### config.mk
export PLATFORM = sky130hd
export DESIGN_NAME = xgmii_tx_sequencer
export DESIGN_NICKNAME = d
export VERILOG_FILES = /design/src/rtl/xgmii_pkg.sv /design/src/rtl/xgmii_tx_sequencer.sv
export SDC_FILE = /design/constraint.sdc
export NUM_CORES = 1
export LEC_CHECK = 0
export CAP_MARGIN = 30
export CORE_ASPECT_RATIO = 2
export CORE_UTILIZATION = 45
export DETAILED_ROUTE_END_ITERATION = 10
export PLACE_DENSITY = 0.79
export SYNTH_ARGS = -nofsm -noshare
export SYNTH_HDL_FRONTEND = slang
export SYNTH_SLANG_ARGS = --single-unit
export TNS_END_PERCENT = 100
### constraint.sdc
create_clock -name i_clk -period 4.91 [get_ports i_clk]
set_input_delay 0.982 -clock i_clk [delete_from_list [all_inputs] [get_ports i_clk]]
set_output_delay 0.982 -clock i_clk [all_outputs]
set_load 0.05 [all_outputs]
### src/rtl/xgmii_pkg.sv
// xgmii_pkg: XGMII control characters, tx sequencer states and the terminate-word helper.
package xgmii_pkg;

    localparam logic [7:0] IDLE  = 8'h07;
    localparam logic [7:0] START = 8'hFB;
    localparam logic [7:0] TERM  = 8'hFD;
    localparam logic [7:0] ERROR = 8'hFE;
    localparam logic [7:0] PRE   = 8'h55;
    localparam logic [7:0] SFD   = 8'hD5;

    typedef enum logic [2:0] {ST_IDLE, ST_PRE, ST_DATA, ST_TERM, ST_DRAIN} tx_seq_state_t;

    typedef struct packed {
        logic [31:0] txd;
        logic [3:0]  txc;
        logic [7:0]  ipg;
    } term_t;

    // Last-beat word: partial keeps fold /T/ into the word; anything else is a full data word.
    function automatic term_t term_word(input logic [31:0] tdata, input logic [3:0] tkeep);
        return tkeep == 4'b0111 ? term_t'{{TERM, tdata[23:0]}, 4'b1000, 8'd1} :
               tkeep == 4'b0011 ? term_t'{{IDLE, TERM, tdata[15:0]}, 4'b1100, 8'd2} :
               tkeep == 4'b0001 ? term_t'{{IDLE, IDLE, TERM, tdata[7:0]}, 4'b1110, 8'd3} :
                                  term_t'{tdata, 4'b0000, 8'd0};
    endfunction

endpackage

### src/rtl/xgmii_tx_sequencer.sv
// xgmii_tx_sequencer: frames a MAC byte stream into 32-bit XGMII words with /S/ on lane 0
// of a 64-bit block, preamble, /T/ or /E/, and a minimum inter-packet gap.
module xgmii_tx_sequencer
    import xgmii_pkg::*;
#(
    parameter int DATA_WIDTH = 32,
    parameter int CTRL_WIDTH = 4,
    parameter int MIN_IPG    = 12
) (
    input  logic                  i_clk,
    input  logic                  i_reset,
    input  logic [DATA_WIDTH-1:0] s_axis_tdata,
    input  logic [CTRL_WIDTH-1:0] s_axis_tkeep,
    input  logic                  s_axis_tvalid,
    input  logic                  s_axis_tlast,
    output logic                  s_axis_tready,
    input  logic                  i_xgmii_pause,
    output logic [DATA_WIDTH-1:0] o_xgmii_txd,
    output logic [CTRL_WIDTH-1:0] o_xgmii_txc,
    output logic                  o_underrun
);

    localparam logic [7:0] GAP = 8'(MIN_IPG);

    tx_seq_state_t         state, state_n;
    logic                  half;
    logic [7:0]            ipg, ipg_n, ipg_idle;
    logic [DATA_WIDTH-1:0] txd_n;
    logic [CTRL_WIDTH-1:0] txc_n;
    logic                  und_n;
    term_t                 tw;

    assign s_axis_tready = (state == ST_DATA || state == ST_DRAIN) && !i_xgmii_pause;
    assign tw            = term_word(s_axis_tdata, s_axis_tkeep);
    assign ipg_idle      = ipg >= GAP - 8'd4 ? GAP : ipg + 8'd4;

    always_comb begin
        state_n = state;
        ipg_n   = ipg;
        txd_n   = {4{IDLE}};
        txc_n   = 4'b1111;
        und_n   = 1'b0;
        case (state)
            ST_IDLE: begin
                ipg_n = ipg_idle;
                if (s_axis_tvalid && ipg == GAP && !half) begin
                    txd_n   = {PRE, PRE, PRE, START};
                    txc_n   = 4'b0001;
                    ipg_n   = 8'd0;
                    state_n = ST_PRE;
                end
            end
            ST_PRE: begin
                txd_n   = {SFD, PRE, PRE, PRE};
                txc_n   = 4'b0000;
                state_n = ST_DATA;
            end
            ST_DATA: begin
                if (!s_axis_tvalid) begin
                    txd_n   = {4{ERROR}};
                    und_n   = 1'b1;
                    ipg_n   = 8'd0;
                    state_n = ST_DRAIN;
                end else begin
                    txd_n = s_axis_tlast ? tw.txd : s_axis_tdata;
                    txc_n = s_axis_tlast ? tw.txc : 4'b0000;
                    ipg_n = s_axis_tlast ? tw.ipg : 8'd0;
                    if (s_axis_tlast)
                        state_n = tw.txc == 4'b0000 ? ST_TERM : ST_IDLE;
                end
            end
            ST_TERM: begin
                txd_n   = {IDLE, IDLE, IDLE, TERM};
                ipg_n   = 8'd4;
                state_n = ST_IDLE;
            end
            ST_DRAIN: begin
                ipg_n   = ipg_idle;
                state_n = s_axis_tvalid && s_axis_tlast ? ST_IDLE : ST_DRAIN;
            end
            default: state_n = ST_IDLE;
        endcase
    end

    always_ff @(posedge i_clk) begin
        if (i_reset) begin
            state       <= ST_IDLE;
            half        <= 1'b0;
            ipg         <= GAP;
            o_xgmii_txd <= {4{IDLE}};
            o_xgmii_txc <= 4'b1111;
            o_underrun  <= 1'b0;
        end else if (i_xgmii_pause) begin
            o_underrun <= 1'b0;
        end else begin
            state       <= state_n;
            half        <= ~half;
            ipg         <= ipg_n;
            o_xgmii_txd <= txd_n;
            o_xgmii_txc <= txc_n;
            o_underrun  <= und_n;
        end
    end

endmodule

==> results of run 1 <==
==> worst max-delay path, delay by kind of cell <==
family | cells | cell delay, ps
buffers and inverters | 2 | 1240
and+or+nand+nor | 1 | 210
AOI/OAI and AO/OA | 1 | 160
==> path summary, 6_finish.rpt <==
check | endpoint | slack [ps] | depth (start not counted)
max | s_axis_tready | 1340 | 4
max reg2reg | o_xgmii_txd[20] | 2940 | 5
min reg2reg | ipg[6] | 460 | 1
min | ipg[6] | 460 | 1
==> routing by layer <==
metal  wire length, µm  share of wire  global-route usage
met1              2500           0.36               0.281
met2              3910           0.57               0.479
met3               233          0.034              0.0422
met4               231          0.034               0.120
met5                 0              0                   0
==> where the power goes <==
| group | internal (mW) | switching (mW) |
|---|---|---|
| Sequential | 0.420 | 0.0194 |
| Combinational | 0.101 | 0.143 |
| Clock | 0.166 | 0.132 |
==> sequential cells by signal, summed over array words and instances, names as in the netlist <==
name and count:
o_xgmii_txd 32, o_xgmii_txc 4, ipg 8, o_underrun 1, half 1, state 3
==> cell families (layout without fill, tap and decap cells) <==
group           count (synthesis)  after routing  synth area share
simple gates                  108            108             0.251
buf+inv                        26             99            0.0492
fa+ha+maj                       2              2            0.0106
flops                          49             49             0.414
compound gates                100            100             0.272
xor+xnor                        1              1           0.00370
==> metrics by stage <==
stage / setup slack (ps) / power (mW)
after CTS: 1340 / 0.988
final: 1340 / 0.981
after detailed placement: 1350 / 0.692
after global routing: 1260 / 1.02
after global placement: 1350 / 0.689
after floorplan: 2210 / 0.595
==> area by class of cell <==
type                    instances  area (µm²)
well taps                      58        72.6
fillers                       450        1790
clock buffers                   6        82.6
clock inverters                 2        37.5
repair buffers                 83         818
multi-input cells             211        1280
inverters                       8        30.0
flip-flops and latches         49         981
==> cell usage in the layout, fill, tap and decap left out, types with 6 or more instances in the layout <==
cell type and instances:
nand3_1 11, clkbuf_8 6, dfxtp_1 49, o21ai_0 33
nand2b_1 7, a21oi_1 21, o211ai_1 7, inv_1 7
nor2_1 17, nand2_1 30, clkdlybuf4s50_1 78
==> qor.yml, run 1 <==
worst_path_most_repeated_cell: "clkdlybuf4s50_1"
synth.area.top_cells: "dfxtp_1, o21ai_0, nand2_1"
n_antenna_cell: 0
dieArea_um2: 5570
required_ps: 3930
antenna_found_initial: 0
drt_first_iter_violations: 61
root_buffer: "clkbuf_8"
cts_hold_buf: 0
vias: 2414
critPathMaxFanout: 3
outcome: "finished clean"
drv_cap: 0
max_stage_delay_ps: 790
vdd_drop_max_v: 0.000228
final_layout_size_suffix_gt1_frac: 0.0613
place_hpwl_mm: 5.11
cts_setup_buffers: 0
async_flop_share: 0
cts_sinks: 49
syn_area_um2: 2370
overflow: 0
cts_resized: 0
synth_area_per_cell_um2: 8.28
cts-buffers-inserted: 5
drt_wl_total_mm: 6.88
ys_seq_area_frac: 0.414
design_area_um2: 3300
critPathArrivalTime_ps: 2590
cpMaxStageDelayCell: "clkdlybuf4s50_1"
yosys_register_bits: 49
yosysMostFrequentCell: "dfxtp_1"
hold_start: "ipg[6]"
place_area_um2: 3180
viasPerCell: 5.79
start_util: 0.465
setup_tns_ps: 0
path_clk_slew_ps: 90
crit_chain: "clkdlybuf4s50_1 -> nor2_1 -> o21a_1 -> clkdlybuf4s50_1"
worst_slew_pin_slew_ps: 811
netlist_top_cells_count: "dfxtp_1, o21ai_0, nand2_1, a21oi_1, nor2_1"
crit_path_start: "i_xgmii_pause"
drc_errors: 0
die_width_um: 53.3
instances_no_fill: 417
hold_viol_final: 0
wl_per_cell_um: 16.5
relSlewSlack: 0.457
finalCriticalPeriod_ps: 3570
clk_latency_ps: 300
final_util: 0.648
synth_edf_count: 0
power_density_nw_per_um2: 297
synth_area_leader_cell: "dfxtp_1"
syn2layout_area_growth_pct: 39.3
dr.pass1.iters: 4
fp.dieH_um: 105
fin_worst_skew_ps: 5.37
ys_warn_count: 0
endpoint_kind: "primary output"
syn_nets: 329
finalSetupViolations: 0
yosysTopAreaCellShare: 0.414
min_path_type: "flip-flop to flip-flop"
syn_inst: 286
gp_congestion: 0.816
crit_type: "input pin to primary output"
fin_worst_hold_slack_ps: 460
timing.rr.start: "ipg[3]"
ant_nets: 0
htreeDepth: 2
grt_pass1_vias: 2398
nNetsFinal: 401
synth_cell_type_count: 56
maxSlewViolCount: 0
ys.flop_type: "dfxtp_1"
numPortBuffers: 78
startpoint_type: "input pin"
period_share: 0.728
fp-row-count: 37
p_leak_nw: 1.25
grtUsageTotal: 0.266
cts.path.max_buffers: 2
cts_tree: "done"
core_um2: 5090
clock.fmax_mhz: 280
pin_count: 79
grt_max_degree: 35
grt_pass1_wl_mm: 11.1
rsz0062_at_grt: "no"
placed_cells: 409
Note: power is estimated with default switching activity, not from simulation.
==> run 2: changes to the inputs <==
CORE_UTILIZATION = 41   (was 45)
PLACE_DENSITY = 0.76   (was 0.79)
clock period = 2.9 ns   (was 4.91 ns; I/O delays follow)
==> run 2 against run 1 <==
  * Clock power rose by 35%
  * Hold slack gained 1.9 ps
  * Highest routed layer unchanged
  * Worst setup slack lost 830 ps
==> qor.yml, run 2 (synthesized netlist as in run 1, its figures left out) <==
outcome: "finished clean"
hold_viol_final: 0  # unchanged
setup_tns_ps: 0  # unchanged
power_density_nw_per_um2: 470  # +58%
antenna_found_initial: 0  # unchanged
pin_count: 79  # unchanged
clk_latency_ps: 300  # about the same
grt_pass1_vias: 2479  # +3.4%
cts.path.max_buffers: 2  # unchanged
vias: 2452  # +1.6%
syn2layout_area_growth_pct: 41.3
cts_sinks: 49  # unchanged
viasPerCell: 5.74  # -0.80%
finalCriticalPeriod_ps: 2390
cts_resized: 0  # unchanged
htreeDepth: 2  # unchanged
root_buffer: "clkbuf_8"
ff2ff_setup_slack_ps: 1000  # -1940 ps
holdPathEnd: "ipg[5]"
hold_depth: 1  # unchanged
fp.dieH_um: 109  # +4.7%
setup_ws_ps: 509  # -827 ps
core_um2: 5470  # +7.4%
clock.fmax_mhz: 418
drv_cap: 0  # unchanged
die_width_um: 55.7  # +4.6%
timing.rr.start: "ipg[7]"
largest_reg_flops: 32  # unchanged
p_leak_nw: 1.29  # +2.7%
critPathMaxFanout: 8  # +5
startpoint_type: "input pin"
path_buf_inv: 2  # unchanged
numPortBuffers: 78  # unchanged
cts_setup_buffers: 0  # unchanged
worstRegToRegCells: 4  # -1
nFillCells: 489  # +8.7%
crit_type: "input pin to primary output"
final_layout_size_suffix_gt1_frac: 0.0817  # +0.0205
hold_start: "ipg[5]"
grt_max_degree: 29  # -17%
overflow: 0  # unchanged
required_ps: 2320  # -1610 ps
grt_use_met2: 0.472  # -0.00611
start_util: 0.433  # -0.0319
relSlewSlack: 0.479  # +0.0215
final_common_cell: "clkdlybuf4s50_1"
period_share: 0.824
cts-buffers-inserted: 5  # unchanged
place_hpwl_mm: 5.54  # +8.3%
fp-row-count: 38  # +2.7%
fin_worst_skew_ps: 5.69  # +0.316 ps
grt_pass1_wl_mm: 11.3  # +1.7%
grtUsageTotal: 0.236  # -0.0294
grt_use_met1: 0.222  # -0.0588
crit_family: "buffers and inverters"
drc_errors: 0  # unchanged
vdd_drop_max_v: 0.000328  # +44%
finalSetupViolations: 0  # unchanged
cts_tree: "done"
largest_register: "o_xgmii_txd"
grtUsageMet3: 0.0424  # +0.000140
max_stage_delay_ps: 600  # -190 ps
min_path_type: "flip-flop to flip-flop"
dp_slack_ps: 449  # -897 ps
mostFrequentLayoutCells: "clkdlybuf4s50_1, dfxtp_1, o21ai_0"
critPathArrivalTime_ps: 1810  # -780 ps
dr.pass1.iters: 4  # unchanged
ant_nets: 0  # unchanged
endpoint_kind: "primary output"
gp_congestion: 0.815  # about the same
cts_hold_buf: 0  # unchanged
reg2reg_to: "state[0]"
drt_wl_total_mm: 7.23  # +5.1%
rsz0062_at_grt: "no"
n_antenna_cell: 0  # unchanged
cpMaxStageDelayCell: "clkdlybuf4s50_1"
crit_chain: "clkdlybuf4s50_1 -> nor2_1 -> o21a_1 -> buf_12"
nNetsFinal: 410  # +2.2%
path_clk_slew_ps: 90  # about the same
dieArea_um2: 6100  # +9.5%
drt_first_iter_violations: 80  # +31%
top_regs: "o_xgmii_txd (32), ipg (8), o_xgmii_txc (4)"
worst_slew_pin_slew_ps: 774  # -36.4 ps
maxSlewViolCount: 0  # unchanged
grt_busiest_layer: "met2"
wl_per_cell_um: 16.9  # +2.7%
-- run 2: power breakdown --
group	leakage [nW]	internal (mW)	switching, mW
Combinational	0.842	0.179	0.248
Sequential	0.400	0.711	0.0302
Clock	0.0443	0.190	0.213
Total	1.29	1.08	0.491
-- run 2: layout make-up --
type | count | area, µm² | share of cell area
timing repair buffer | 92 | 896 | 0.268
clock buffer | 7 | 86.3 | 0.0258
tap | 60 | 75.1 | 0.0224
multi-input combinational | 211 | 1280 | 0.382
inverter | 8 | 30.0 | 0.00898
sequential | 49 | 981 | 0.293
-- run 2: worst reg2reg max path: cells and delay by family, from the launching register on --
kind	cells	cell delay [ps]
DFF	1	330
and+or+nand+nor	2	1000
AOI/OAI and AO/OA	2	480
-- run 2: metrics by stage --
step / power (mW) / utilization / hold slack, ps / cell area (µm²) / instances
after floorplan: 1.01 / - / 431 / 2370 / 286
after global placement: 1.18 / 0.596 / 438 / 3260 / 420
after detailed placement: 1.18 / 0.596 / 452 / 3260 / 420
after CTS: 1.58 / 0.612 / 463 / 3340 / 427
after global routing: 1.63 / 0.612 / 484 / 3340 / 427
final: 1.57 / 0.612 / 462 / 3340 / 427
-- run 2: worst max-delay path by stage --
stage                       start              end  slack [ps]  depth (start not counted)
floorplan           i_xgmii_pause  o_xgmii_txd[16]         940                          5
global route        i_xgmii_pause    s_axis_tready         480                          4
CTS                 i_xgmii_pause    s_axis_tready         540                          4
detailed placement  i_xgmii_pause           ipg[7]         450                          6
finish              i_xgmii_pause    s_axis_tready         510                          4
global placement    i_xgmii_pause           ipg[7]         480                          6
-- run 2: routing by layer --
layer,part of all wire,vias to the layer above
met1,0.36,1158
li1,-,1198
met2,0.57,75
met5,0,-
met3,0.039,21
met4,0.032,0
==> run 3: changes to the inputs <==
CORE_UTILIZATION = 45   (was 41)
PLACE_DENSITY = 0.79   (was 0.76)
clock period = 2.2 ns   (was 2.9 ns; I/O delays follow)
==> run 3 against run 2 <==
  * Sequential share of layout area is 0.38 points lower
  * Combinational power up 33%
  * First-iteration DRC count is 20% higher
  * Clock power rose by 43%
  * Register-to-register slack got worse by 630 ps
  * Worst setup slack got worse by 340 ps
  * Total power grew 35%
  * Sequential power increased by 32%
  * Via count increased by 1.9%
  * Non-clock buffer count increased by 5
  * Cell area up 1.3%
  * Global-route usage is 2.9 points higher
  * Critical path type unchanged
  * Critical endpoint unchanged
  * Highest routed layer unchanged
==> qor.yml, run 3 (synthesized netlist as in run 1, its figures left out) <==
outcome: "finished clean"
cts_setup_buffers: 0  # unchanged
crit_type: "input pin to primary output"
dieArea_um2: 5570  # -8.7%
largest_reg_flops: 32  # unchanged
cts_resized: 0  # unchanged
clock.fmax_mhz: 493
finalCriticalPeriod_ps: 2030
final_layout_size_suffix_gt1_frac: 0.0992  # +0.0175
overflow: 0  # unchanged
worstRegToRegCells: 4  # unchanged
drv_cap: 0  # unchanged
maxSlewViolCount: 0  # unchanged
largest_register: "o_xgmii_txd"
crit_end: "s_axis_tready"
top_regs: "o_xgmii_txd (32), ipg (8), o_xgmii_txc (4)"
n_antenna_cell: 0  # unchanged
grt_pass1_wl_mm: 11.1  # -1.1%
cts_sinks: 49  # unchanged
p_comb_frac: 0.268  # -0.004
power.internal_mw: 1.41  # +31%
place_area_um2: 3290  # +1.1%
antenna_found_initial: 0  # unchanged
drt_wl_total_mm: 6.99  # -3.3%
grtUsageTotal: 0.266  # +0.0292
drt_first_iter_violations: 96  # +20%
core_um2: 5090  # -6.9%
period_share: 0.922
pin_count: 79  # unchanged
cts.path.max_buffers: 2  # unchanged
ff2ff_setup_slack_ps: 370  # -630 ps
syn2layout_area_growth_pct: 43.1
fin_worst_skew_ps: 5.97  # +0.277 ps
setup_ws_ps: 172  # -337 ps
setup_tns_ps: 0  # unchanged
cts_hold_buf: 0  # unchanged
vdd_drop_max_v: 0.000599  # +83%
multi_input_area_um2: 1280  # unchanged
clkPwrFrac: 0.271  # +0.015
design_area_um2: 3390  # +1.3%
cts-buffers-inserted: 5  # unchanged
worst_slew_pin_slew_ps: 605  # -170 ps
timing.rr.start: "ipg[7]"
place_hpwl_mm: 5.31  # -4.1%
endpoint_kind: "primary output"
p_leak_nw: 1.32  # +2.3%
gp_congestion: 0.844  # +3.5%
nNetsFinal: 415  # +1.2%
cts_tree: "done"
numPortBuffers: 78  # unchanged
htreeDepth: 2  # unchanged
critPathArrivalTime_ps: 1590  # -220 ps
path_clk_slew_ps: 100  # about the same
relSlewSlack: 0.593  # +0.114
p_sw_uw: 705  # +43%
final_util: 0.665  # +0.0537
required_ps: 1760  # -560 ps
hold_viol_final: 0  # unchanged
rsz0062_at_grt: "no"
root_buffer: "clkbuf_8"
viasPerCell: 5.80  # +0.93%
p_total_mw: 2.12  # +35%
swShare: 0.333  # +0.0200
vias: 2498  # +1.9%
drc_errors: 0  # unchanged
dr.pass1.iters: 6  # +2
power_density_nw_per_um2: 625  # +33%
reg2reg_to: "ipg[4]"
die_width_um: 53.3  # -4.4%
nFillCells: 426  # -13%
startpoint_type: "input pin"
finalSetupViolations: 0  # unchanged
ff_latch_area_um2: 981  # unchanged
critPathMaxFanout: 6  # -2
pwr-share-seq: 0.461  # -0.011
fp-row-count: 37  # -2.6%
grt_max_degree: 23  # -21%
final_common_cell: "clkdlybuf4s50_1"
start_util: 0.465  # +0.0319
clk_latency_ps: 310  # about the same
fp.dieH_um: 105  # -4.5%
ant_nets: 0  # unchanged
grt_pass1_vias: 2355  # -5.0%
dp_slack_ps: 102  # -347 ps
mostFrequentLayoutCells: "clkdlybuf4s50_1, dfxtp_1, o21ai_0"
wl_per_cell_um: 16.2  # -4.1%
crit_path_start: "i_xgmii_pause"
min_path_type: "flip-flop to flip-flop"
[run 3: how the worst min path moves through the flow]
stage	from	end	slack, ps	cells past startpoint
final	ipg[6]	ipg[6]	460	1
after global routing	ipg[6]	ipg[6]	470	1
after CTS	ipg[6]	ipg[6]	460	1
after detailed placement	ipg[6]	ipg[6]	450	1
after global placement	ipg[6]	ipg[6]	440	1
after floorplan	ipg[6]	ipg[6]	430	1
[run 3: critical path: stages]
cell             delay, ps
clkdlybuf4s50_1        520
nor2_1                 260
o21a_1                 220
buf_12                 150
[run 3: final cells by class]
class / count / area share
Tap cell: 58 / 0.0214
Sequential cell: 49 / 0.290
Timing Repair Buffer: 97 / 0.275
Clock buffer: 5 / 0.0203
Inverter: 8 / 0.00886
Multi-Input combinational cell: 211 / 0.377
Clock inverter: 3 / 0.00775
[run 3: power groups by stage]
stage | clock network (mW) | logic [mW] | registers [mW]
detailed placement | 0 | 0.566 | 0.997
global placement | 0 | 0.560 | 0.997
finish | 0.573 | 0.568 | 0.977
global route | 0.609 | 0.606 | 0.982
CTS | 0.575 | 0.568 | 0.977
floorplan | 0 | 0.203 | 1.13
[run 3: layer usage]
| metal | track usage | routed length, µm | part of all wire |
|---|---|---|---|
| met5 | 0 | 0 | 0 |
| met4 | 0.107 | 218 | 0.031 |
| met3 | 0.0349 | 266 | 0.038 |
| met2 | 0.479 | 3880 | 0.56 |
| met1 | 0.290 | 2620 | 0.38 |
[run 3: through the flow]
step           instances  hold slack (ps)
2_1_floorplan        286              431
3_3_place_gp         423              441
3_5_place_dp         423              448
4_1_cts              431              463
5_1_grt              431              474
6_report             431              461
